## config.mk

```make
export PLATFORM = sky130hd
export DESIGN_NAME = mux_rr_registrado
export DESIGN_NICKNAME = d
export VERILOG_FILES = /design/src/rtl/mux_rr_registrado_pkg.sv /design/src/rtl/arbitro_rr.sv /design/src/rtl/mux_rr_registrado.sv
export SDC_FILE = /design/constraint.sdc
export NUM_CORES = 1
export LEC_CHECK = 0
export BUFFER_PORTS_ARGS = -buffer_cell sky130_fd_sc_hd__buf_4
export CAP_MARGIN = 0
export CORE_MARGIN = 4
export CORE_UTILIZATION = 45
export DETAILED_ROUTE_END_ITERATION = 12
export GPL_TIMING_DRIVEN = 0
export PLACE_DENSITY = 0.78
export SYNTH_ARGS = -nofsm -noshare
export SYNTH_HDL_FRONTEND = slang
export SYNTH_SLANG_ARGS = --single-unit
```

## constraint.sdc

```tcl
create_clock -name clk -period 3.5 [get_ports clk]
set_input_delay 0.35 -clock clk [delete_from_list [all_inputs] [get_ports clk]]
set_output_delay 0.35 -clock clk [all_outputs]
set_load 0.01 [all_outputs]
```

## src/rtl/mux_rr_registrado_pkg.sv

```systemverilog
// rtl/mux_rr_registrado_pkg.sv - shared constants and helpers for the registered N:1 mux
//
// Purpose : mode encodings and index arithmetic shared by the mux top level
//           and by future demux/arbiter blocks built on the same arbiter.
package mux_rr_registrado_pkg;

    // Value of the modo input selecting each arbitration scheme.
    localparam logic MODO_FIJO = 1'b0;
    localparam logic MODO_RR   = 1'b1;

    // Channel index following idx, wrapping modulo n.
    function automatic int sig_indice(input int idx, input int n);
        return (idx + 1 >= n) ? 0 : idx + 1;
    endfunction

endpackage

```

## src/rtl/arbitro_rr.sv

```systemverilog
// rtl/arbitro_rr.sv - combinational round-robin arbiter
//
// Purpose : picks the first asserted request starting at puntero and walking
//           upwards with wrap-around modulo NUM_CANALES.
// Ports   : solicitudes  in   NUM_CANALES  request vector
//           puntero      in   SEL_BITS     highest-priority index (must be < NUM_CANALES)
//           concedido    out  1            some request was granted
//           indice       out  SEL_BITS     granted index (0 when concedido=0)
module arbitro_rr #(
    parameter  int NUM_CANALES = 4,
    localparam int SEL_BITS    = $clog2(NUM_CANALES)
) (
    input  logic [NUM_CANALES-1:0] solicitudes,
    input  logic [SEL_BITS-1:0]    puntero,
    output logic                   concedido,
    output logic [SEL_BITS-1:0]    indice
);

    always_comb begin
        int                  w_cand;
        logic [SEL_BITS-1:0] w_cand_idx;
        w_cand     = 0;
        w_cand_idx = '0;
        concedido  = 1'b0;
        indice     = '0;
        // Offset i from the pointer; puntero + i < 2*NUM_CANALES so one
        // subtraction is enough to wrap.
        for (int i = 0; i < NUM_CANALES; i++) begin
            w_cand = int'(puntero) + i;
            if (w_cand >= NUM_CANALES) begin
                w_cand = w_cand - NUM_CANALES;
            end
            w_cand_idx = SEL_BITS'(w_cand);
            if (!concedido && solicitudes[w_cand_idx]) begin
                concedido = 1'b1;
                indice    = w_cand_idx;
            end
        end
    end

endmodule

```

## src/rtl/mux_rr_registrado.sv

```systemverilog
// rtl/mux_rr_registrado.sv - registered N:1 mux with valid/ready handshake and RR arbitration
//
// Purpose : selects one producer lane per cycle (fixed selector or round-robin),
//           holds the winning word in a single output register until downstream
//           accepts it. Drain and load may happen on the same edge.
// Ports   : clk          in   1                       rising-edge clock
//           reset        in   1                       synchronous, active-high
//           enb          in   1                       0 blocks new loads (drain still allowed)
//           modo         in   1                       MODO_FIJO / MODO_RR
//           selector     in   SEL_BITS                channel used in fixed mode
//           entrada      in   NUM_CANALES*DATA_BITS   channel k at [k*DATA_BITS +: DATA_BITS]
//           valido_in    in   NUM_CANALES             per-channel valid
//           listo_out    out  NUM_CANALES             per-channel ready, one-hot or zero
//           salida       out  DATA_BITS               registered word
//           valido_out   out  1                       salida holds a word
//           listo_in     in   1                       downstream ready
//           canal_out    out  SEL_BITS                source channel of salida
module mux_rr_registrado
    import mux_rr_registrado_pkg::*;
#(
    parameter  int DATA_BITS   = 4,
    parameter  int NUM_CANALES = 4,
    localparam int SEL_BITS    = $clog2(NUM_CANALES)
) (
    input  logic                             clk,
    input  logic                             reset,
    input  logic                             enb,
    input  logic                             modo,
    input  logic [SEL_BITS-1:0]              selector,
    input  logic [NUM_CANALES*DATA_BITS-1:0] entrada,
    input  logic [NUM_CANALES-1:0]           valido_in,
    output logic [NUM_CANALES-1:0]           listo_out,
    output logic [DATA_BITS-1:0]             salida,
    output logic                             valido_out,
    input  logic                             listo_in,
    output logic [SEL_BITS-1:0]              canal_out
);

    logic [DATA_BITS-1:0] r_salida;
    logic                 r_valido;
    logic [SEL_BITS-1:0]  r_canal;
    logic [SEL_BITS-1:0]  r_puntero;

    logic                 w_cargar;
    logic                 w_sel_ok;
    logic                 w_fijo_concedido;
    logic                 w_rr_concedido;
    logic [SEL_BITS-1:0]  w_rr_indice;
    logic                 w_concedido;
    logic [SEL_BITS-1:0]  w_indice;
    logic                 w_transfer;
    logic [SEL_BITS-1:0]  w_puntero_sig;
    logic [DATA_BITS-1:0] w_canales [NUM_CANALES];

    // The output register can take a word when it is empty or being drained
    // on this same edge; this is what gives full throughput.
    assign w_cargar = enb & ~reset & (~r_valido | listo_in);

    // Fixed mode: an out-of-range selector never grants (only reachable when
    // NUM_CANALES is not a power of two).
    assign w_sel_ok         = (int'(selector) < NUM_CANALES);
    assign w_fijo_concedido = w_sel_ok && valido_in[selector];

    arbitro_rr #(
        .NUM_CANALES (NUM_CANALES)
    ) u_arbitro (
        .solicitudes (valido_in),
        .puntero     (r_puntero),
        .concedido   (w_rr_concedido),
        .indice      (w_rr_indice)
    );

    assign w_concedido = (modo == MODO_RR) ? w_rr_concedido : w_fijo_concedido;
    assign w_indice    = (modo == MODO_RR) ? w_rr_indice    : selector;

    // A grant always implies valido_in of that channel, so listo_out alone
    // marks the transfer.
    assign w_transfer = w_cargar & w_concedido;

    always_comb begin
        listo_out = '0;
        if (w_transfer) begin
            listo_out[w_indice] = 1'b1;
        end
    end

    always_comb begin
        for (int k = 0; k < NUM_CANALES; k++) begin
            w_canales[k] = entrada[k*DATA_BITS +: DATA_BITS];
        end
    end

    assign w_puntero_sig = SEL_BITS'(sig_indice(int'(w_indice), NUM_CANALES));

    // Output register and round-robin pointer. The pointer also advances on
    // fixed-mode transfers so switching to RR later stays fair.
    always_ff @(posedge clk) begin
        if (reset) begin
            r_salida  <= '0;
            r_valido  <= 1'b0;
            r_canal   <= '0;
            r_puntero <= '0;
        end else if (w_transfer) begin
            r_salida  <= w_canales[w_indice];
            r_valido  <= 1'b1;
            r_canal   <= w_indice;
            r_puntero <= w_puntero_sig;
        end else if (r_valido && listo_in) begin
            r_valido  <= 1'b0;
        end
    end

    assign salida     = r_salida;
    assign valido_out = r_valido;
    assign canal_out  = r_canal;

endmodule
```

==> results.py <==
metrics = {
    "run_status": {
        "status": "complete, no violations",
    },
    "synthesis": {
        "yosys-top-cells-count": "dfxtp_1, mux2i_1, nor2_1",
        "synth_edf_count": 0,
        "ys_warn_count": 0,
        "async_reset_ff_share_pct": 0,
        "synth_top_cell_area_share_pct": 22.43,
        "avgSynthCellArea_um2": 9.796,
        "yosysTopAreaCell": "dfxtp_1",
        "syn-instance-count": 82,
        "syn_nets": 110,
        "yosysUniqueCellTypes": 40,
        "ys_seq_elements": 9,
        "ys_seq_area_share_pct": 22.43,
        "synthFlopType": "dfxtp_1",
        "syn_area_um2": 803.3,
        "synthTopCellsByArea": "dfxtp_1, mux2i_1, o221ai_1, nand3b_1, a2111oi_4",
    },
    "clocking": {
        "cts_tree": "built",
        "cts_resized": 0,
        "h-tree-depth": 1,
        "hold_buffers": 0,
        "insertion_delay_ns": 0.27,
        "clk_path_buf_depth": 2,
        "numCtsBuffers": 3,
        "cts_root_buffer": "clkbuf_4",
        "clk_pin_slew_ns": 0.07,
        "cts_setup_buffers": 0,
        "cts_sinks": 9,
    },
    "sta": {
        "relSlewSlack_pct": 72.17,
        "finalHoldViolCount": 0,
        "fin_skew_ns": 0.006457,
        "fmax_mhz": 400.3,
        "tns_ns": 0,
        "period_minus_slack_ns": 2.498,
        "rsz0062_at_grt": "false",
        "setup_violations": 0,
        "min_period_over_period_pct": 71.37,
        "tightest_slew_ns": 0.4171,
        "drv_slew": 0,
    },
    "die": {
        "start_util_pct": 47.03,
        "num_rows": 15,
        "die_area_um2": 2525,
        "pin_count": 38,
        "die_w_um": 50.25,
        "die_y_um": 50.25,
        "core_um2": 1708,
    },
    "detailed_routing": {
        "avgRoutedWirePerCell_um": 14.38,
        "final_antenna_net_count": 0,
        "vias": 781,
        "route.detailed.drc": 0,
        "routed_wl_mm": 2.099,
        "post_drt_via_cell_ratio": 5.349,
        "dr.pass1.iters": 4,
        "drt_iter0_markers": 9,
    },
    "critical_path": {
        "critPathLaunchType": "register",
        "rrSetupSlack_ns": 1.47,
        "worstSetupStartpoint": "r_puntero[0]$_SDFFE_PP0P_",
        "timing.rr.start": "r_puntero[1]$_SDFFE_PP0P_",
        "crit_path_end_kind": "primary output",
        "cp.arrival_ns": 2.15,
        "critPathKind": "reg -> out",
        "critPathMaxFanout": 10,
        "cp.required_ns": 3.15,
    },
    "final_layout": {
        "final_cells": 146,
        "multi_input_area_um2": 575.6,
        "register_area_um2": 180.2,
        "finalNetCount": 150,
        "fill_cells": 149,
        "drive_above_1_share_pct": 47.11,
        "syn_to_final_growth_pct": 39.88,
        "diodes": 0,
    },
    "global_routing": {
        "grt_pass1_vias": 768,
        "grt_max_degree": 11,
        "grt_pass1_wl_mm": 3.318,
        "grt_antenna_before_repair": 0,
        "grt_usage_pct": 17.22,
        "grt_remaining_overflow": 0,
    },
    "place": {
        "place_inst": 142,
        "portBuffers": 35,
        "hpwl_mm": 1.693,
        "gp_congestion": 0.7706,
    },
    "worst_hold_path": {
        "hp-start": "reset",
        "worstHoldPathType": "in -> reg",
    },
    "pwr": {
        "power.leakage_nw": 0.4884,
        "power.density_nw_per_um2": 288.8,
        "ir_worst_vdd_v": 0.0002841,
    },
    "flow_run": {
        "maxCapViolations": 0,
    },
}
[cell families after synthesis]
| family | Yosys count | synth area share, % |
|---|---|---|
| AOI/OAI and AO/OA | 26 | 30.84 |
| adders and majority gates | 1 | 1.557 |
| buffers and inverters | 8 | 5.917 |
| DFF | 9 | 22.43 |
| muxes | 10 | 14.49 |
| and+or+nand+nor | 28 | 24.77 |
[critical path: stages (launching register included)]
cell and delay [ns]:
dfxtp_1 0.44, and2b_2 0.26, o311ai_2 0.35, a311oi_4 0.19, buf_8 0.19, ha_1 0.17, and2_1 0.13, buf_4 0.14
[state kept, by name, summed over array words and instances, names as in the netlist]
signal      cells
r_puntero       2
valido_out      1
salida          4
canal_out       2
[metal layers]
layer / vias to the layer above / global-route usage [%] / wire (um)
met3: 5 / 2.374 / 105
met1: 362 / 19.89 / 908
met2: 20 / 30.65 / 1047
li1: 394 / - / -
met5: - / 0 / 0
met4: 0 / 8.295 / 38
[worst paths after layout]
check                              endpoint  depth (start not counted)
hold / removal    canal_out[0]$_SDFFE_PP0P_                          2
hold reg to reg   canal_out[0]$_SDFFE_PP0P_                          2
setup / recovery               listo_out[2]                          7
setup reg to reg  r_puntero[1]$_SDFFE_PP0P_                          7
[cells in the final DEF, fill, tap and decap left out, types with 2 or more instances in the layout]
cell       Yosys  final
nand3b_1       4      4
buf_4          1     36
inv_1          4      4
dfxtp_1        9      9
a21oi_1        3      3
nand2_1        4      4
clkbuf_4       0      3
o21a_1         2      2
and2b_2        3      3
o21ai_0        2      2
o211ai_1       2      2
mux2i_1        9      9
o2111ai_1      2      2
o221ai_1       4      4
nor2_1         7      7
[metrics by stage]
| stage | utilization (%) | total power, W | worst slack, ns | hold slack, ns | cell area (um2) |
|---|---|---|---|---|---|
| 2_1_floorplan | - | 0.0001924 | 1.440 | 0.4805 | 803.3 |
| 3_3_place_gp | 64.25 | 0.0002398 | 1.253 | 0.4467 | 1097 |
| 3_5_place_dp | 64.25 | 0.0002434 | 1.250 | 0.4535 | 1097 |
| 4_1_cts | 65.79 | 0.0003263 | 1.002 | 0.3982 | 1124 |
| 5_1_grt | 65.79 | 0.0003416 | 0.9062 | 0.4234 | 1124 |
| 6_report | 65.79 | 0.0003245 | 1.002 | 0.3889 | 1124 |
[layout make-up]
| cell class | instances | area share (%) |
|---|---|---|
| Clock buffer | 4 | 2.339 |
| Multi-Input combinational cell | 65 | 51.22 |
| Tap cell | 25 | 2.784 |
| Timing Repair Buffer | 35 | 23.39 |
| Buffer | 4 | 2.895 |
| Inverter | 4 | 1.336 |
| Sequential cell | 9 | 16.04 |
[where the power goes]
part | switching [W] | internal [W]
sequential | 0.00000725 | 0.000112
clock | 0.0000401 | 0.0000441
combinational | 0.0000540 | 0.0000672
total | 0.000101 | 0.000223
(Power assumes the default switching activity.)
